[config.mk]
export PLATFORM = sky130hd
export DESIGN_NAME = sipo_deser
export DESIGN_NICKNAME = d
export VERILOG_FILES = /design/src/rtl/sipo_defs.sv /design/src/rtl/sipo_out_buf.sv /design/src/rtl/sipo_deser.sv
export SDC_FILE = /design/constraint.sdc
export NUM_CORES = 1
export LEC_CHECK = 0
export CAP_MARGIN = 15
export CORE_MARGIN = 1
export CORE_UTILIZATION = 28
export DETAILED_ROUTE_END_ITERATION = 8
export HOLD_SLACK_MARGIN = 0.15
export PLACE_DENSITY = 0.53
export SYNTH_ARGS = -nofsm -noshare
export SYNTH_HDL_FRONTEND = slang
export SYNTH_SLANG_ARGS = --single-unit
[constraint.sdc]
create_clock -name clk -period 2.2 [get_ports clk]
set_clock_uncertainty 0.05 [all_clocks]
set_input_delay 0.44 -clock clk [delete_from_list [all_inputs] [get_ports clk]]
set_output_delay 0.44 -clock clk [all_outputs]
set_load 0.01 [all_outputs]
[src/rtl/sipo_defs.sv]
// Shared definitions for the serial-in/parallel-out deserializer.
package sipo_defs;

    localparam int WIDTH_DEF = 8;

    // Reset value of the parallel output; sliced to the word width where used.
    localparam logic [31:0] DOUT_RST = 32'h0000_0000;

    // Bits needed for a counter holding 0..w-1 (w is at least 2).
    function automatic int cnt_w(input int w);
        return $clog2(w);
    endfunction

endpackage

[src/rtl/sipo_out_buf.sv]
// One-entry output buffer with valid/ready handoff; flags loads that arrive while it is full.
module sipo_out_buf
    import sipo_defs::*;
#(
    parameter int WIDTH = WIDTH_DEF
) (
    input  logic             clk,
    input  logic             rst,
    input  logic             clr,
    input  logic             load,
    input  logic [WIDTH-1:0] word,
    input  logic             out_ready,
    output logic [WIDTH-1:0] dout,
    output logic             dout_valid,
    output logic             drop
);

    logic [WIDTH-1:0] dout_reg;
    logic             valid_reg;
    logic             buf_free;

    // A word being taken on this edge frees the slot for a simultaneous load.
    assign buf_free = !valid_reg || out_ready;
    assign drop     = load && !clr && !buf_free;

    always_ff @(posedge clk or posedge rst) begin
        if (rst) begin
            dout_reg  <= DOUT_RST[WIDTH-1:0];
            valid_reg <= 1'b0;
        end else if (clr) begin
            valid_reg <= 1'b0;
        end else if (load && buf_free) begin
            dout_reg  <= word;
            valid_reg <= 1'b1;
        end else if (valid_reg && out_ready) begin
            valid_reg <= 1'b0;
        end
    end

    assign dout       = dout_reg;
    assign dout_valid = valid_reg;

endmodule

[src/rtl/sipo_deser.sv]
// Serial-in/parallel-out deserializer with one-entry output buffer and sticky overrun flag.
// Define SIPO_MSB_FIRST_EN for MSB-first bit order; LSB-first otherwise.
module sipo_deser
    import sipo_defs::*;
#(
    parameter int WIDTH = WIDTH_DEF
) (
    input  logic                     clk,
    input  logic                     rst,
    input  logic                     clr,
    input  logic                     din,
    input  logic                     din_valid,
    input  logic                     out_ready,
    output logic [WIDTH-1:0]         dout,
    output logic                     dout_valid,
    output logic [cnt_w(WIDTH)-1:0]  bit_cnt,
    output logic                     overrun
);

    localparam int            CW   = cnt_w(WIDTH);
    localparam logic [CW-1:0] LAST = CW'(WIDTH - 1);

    logic [WIDTH-1:0] sh_reg, sh_next, shifted;
    logic [CW-1:0]    cnt_reg, cnt_next;
    logic             overrun_reg, overrun_next;
    logic             complete;
    logic             drop;

`ifdef SIPO_MSB_FIRST_EN
    assign shifted = {sh_reg[WIDTH-2:0], din};
`else
    assign shifted = {din, sh_reg[WIDTH-1:1]};
`endif

    always_comb begin
        sh_next      = sh_reg;
        cnt_next     = cnt_reg;
        complete     = 1'b0;
        overrun_next = overrun_reg || drop;
        if (clr) begin
            sh_next      = '0;
            cnt_next     = '0;
            overrun_next = 1'b0;
        end else if (din_valid) begin
            sh_next  = shifted;
            complete = (cnt_reg == LAST);
            cnt_next = complete ? '0 : cnt_reg + CW'(1);
        end
    end

    always_ff @(posedge clk or posedge rst) begin
        if (rst) begin
            sh_reg      <= '0;
            cnt_reg     <= '0;
            overrun_reg <= 1'b0;
        end else begin
            sh_reg      <= sh_next;
            cnt_reg     <= cnt_next;
            overrun_reg <= overrun_next;
        end
    end

    // The completed word is the shift contents with the final bit already merged in.
    sipo_out_buf #(.WIDTH(WIDTH)) u_out_buf (
        .clk        (clk),
        .rst        (rst),
        .clr        (clr),
        .load       (complete),
        .word       (sh_next),
        .out_ready  (out_ready),
        .dout       (dout),
        .dout_valid (dout_valid),
        .drop       (drop)
    );

    assign bit_cnt = cnt_reg;
    assign overrun = overrun_reg;

endmodule
==> out/metrics.cfg <==
[outcome]
status = finished, violations left
violations = DRC

[worst_setup_path]
crit_slowest_cell = dfrtp_1
path_cells = ha_1 > ha_1 > nand2_1 > nor3_4 > mux2_2
crit_fanout = 8
r2r_slack_ps = 420
startpoint_type = flip-flop
regToRegStartpoint = bit_cnt[0]
cp_common_cell = ha_1
crit_path_end_kind = flip-flop
cpPeakStageDelay_ps = 410
arrival_ps = 1930
r2r_cells = 5
worst_ep_required_time_ps = 2350
worst-path-buf-inv = 0
cp.depth = 5
reg2reg_to = u_out_buf.dout[4]
cp_top_family = simple AND/OR/NAND/NOR gates
criticalPathCategory = reg2reg

[placed_design]
routabilityCongestion = 0.650
dp_slack_ps = 231
place_hpwl_um = 1030
port_buffers = 18

[routing]
routedWlPerCell_um = 12.2
first_pass_iters = 6
met1_length_um = 703
dr_total_vias = 522
via_per_inst = 4.42
drc = 1
routed_wl_um = 1430
first_iter_violations = 18
drtAntennaViolNets = 0
wl_met3_um = 81
met2WireLength_um = 631
routed.top_layer = met4

[power_and_ir_drop]
power.density_nw_per_um2 = 570
p_leak_nw = 0.544
p_int_w = 0.000487
ir_drop_uv = 441
seq_power_share_pct = 62.2
p_clk_share_pct = 29.5
switchingPower_w = 0.000149
p_comb_share_pct = 8.3
p_sw_share_pct = 23.5

[cts]
cts-resized-gates = 0
clk_pin_slew_worst_paths_ps = 120
cts_setup_buffers = 0
cts-root-buf = clkbuf_4
cts_tree = yes
cts_buffer_depth = 2
hold_buffers = 0
clk_latency_ps = 300
cts_max_level = 1
clock-sinks = 21
cts_buffers = 3

[global_route]
track_usage_pct = 10.1
grt_pass1_wl_um = 2480
grt_overflow_total = 0
antenna_found_initial = 0
grt_pass1_vias = 564
grt_max_degree = 22

[synth]
avgSynthCellArea_sq_um = 13.4
synth_flop_cell = dfrtp_1
synth_top_area_share_pct = 60.5
ys_warn_count = 0
synth_nets = 73
synthArstFlopShare_pct = 100
synth_seq_area_share_pct = 60.5
synth_edf_count = 0
yosys.area.top_type = dfrtp_1
netlist_area_sq_um = 868
ys_top_cells_by_count = dfrtp_1, nor2_1, mux2i_1, mux2_2, ha_1
synth_cells = 65
synth_cell_types = 14
yosysMostFrequentCell = dfrtp_1
synthTopCellsByArea = dfrtp_1, mux2i_1, mux2_2
synth_seq_cells = 21

[sta]
fin_tns_setup_ps = 0
slew_headroom_pct = 70.5
hold_viol = 0
slew_violations = 0
max_freq_mhz = 561
setup_ws_ps = 417
finalCritPeriodShare_pct = 81.1
period_minus_slack_ps = 1780
worst_slew_pin_slew_ps = 442
setup_viol = 0
rsz0062_at_grt = no

[layout]
syn2layout_area_growth_pct = 28.5
multi_input_area_sq_um = 315
nNetsFinal = 96
seq_area_sq_um = 526
diodes = 0
fillers = 282
fin_util_pct = 39.1
drive_above_1_share_pct = 18.4

[run]
maxCapViolCount = 0

[floorplan]
fp.dieW_um = 57.7
rows = 19
die-area_sq_um = 3330
core_area_sq_um = 2850
io_pins = 19
dieHeight_um = 57.7
start_util_pct = 30.4

[min_path]
min_path_type = in2async

final cells by class:
class                           count  area share, %
Tap cell                           31           3.48
Sequential cell                    21           47.1
Inverter                            1          0.336
Clock buffer                        3           2.02
Multi-Input combinational cell     40           28.3
Clock inverter                      1          0.673
Timing Repair Buffer               21           18.2
layout by cell type (no fill, tap or decap):
cell	instances
dfrtp_1	21
clkdlybuf4s50_1	18
nor2_1	14
mux2i_1	11
mux2_2	8
clkbuf_4	3
buf_4	3
ha_1	2
nor2b_1	1
nand2_1	1
nor3_4	1
a31oi_1	1
inv_1	1
a21oi_1	1
clkinvlp_4	1
layer usage:
layer	global-route usage, %	vias to the layer above
li1	-	264
met1	12.0	243
met2	15.8	13
met3	4.91	2
met4	4.08	0
met5	0	-
cells by family after synthesis:
family	share of synthesized area, %
AND/OR/NAND/NOR	9.08
adder cells (fa/ha/maj)	2.88
buffers and inverters	3.17
multiplexers	23.1
flip-flops	60.5
AO/OA/AOI/OAI	1.30
worst reg2reg max path: stages, from the launching register on:
cell and delay [ps]:
dfrtp_1 410, ha_1 170, ha_1 200, nand2_1 100
nor3_4 360, mux2_2 390
worst max path at each step:
| stage | to | start | slack [ps] |
|---|---|---|---|
| finish | u_out_buf.dout[4] | bit_cnt[0] | 420 |
| floorplan | u_out_buf.dout[0] | bit_cnt[0] | 560 |
| detailed placement | u_out_buf.dout[1] | out_ready | 230 |
| global route | u_out_buf.dout[6] | bit_cnt[0] | 300 |
| CTS | u_out_buf.dout[1] | bit_cnt[0] | 400 |
| global placement | u_out_buf.dout[0] | out_ready | 270 |
power by group through the flow:
| stage | sequential, W | clock, W | combinational (W) |
|---|---|---|---|
| finish | 0.000396 | 0.000188 | 0.0000525 |
| floorplan | 0.000404 | 0 | 0.0000290 |
| global route | 0.000397 | 0.000213 | 0.0000587 |
| CTS | 0.000396 | 0.000199 | 0.0000543 |
| detailed placement | 0.000403 | 0 | 0.0000542 |
| global placement | 0.000403 | 0 | 0.0000535 |
through the flow:
| step | instances | instance area (sq um) | total power (W) | hold WS (ps) |
|---|---|---|---|---|
| after floorplan | 65 | 868 | 0.000433 | 367 |
| after detailed placement | 114 | 1090 | 0.000457 | 448 |
| final | 118 | 1120 | 0.000636 | 396 |
| after CTS | 118 | 1120 | 0.000649 | 400 |
| after global routing | 118 | 1120 | 0.000669 | 415 |
| after global placement | 114 | 1090 | 0.000457 | 431 |
No activity file was read; power rests on OpenSTA's default activity.
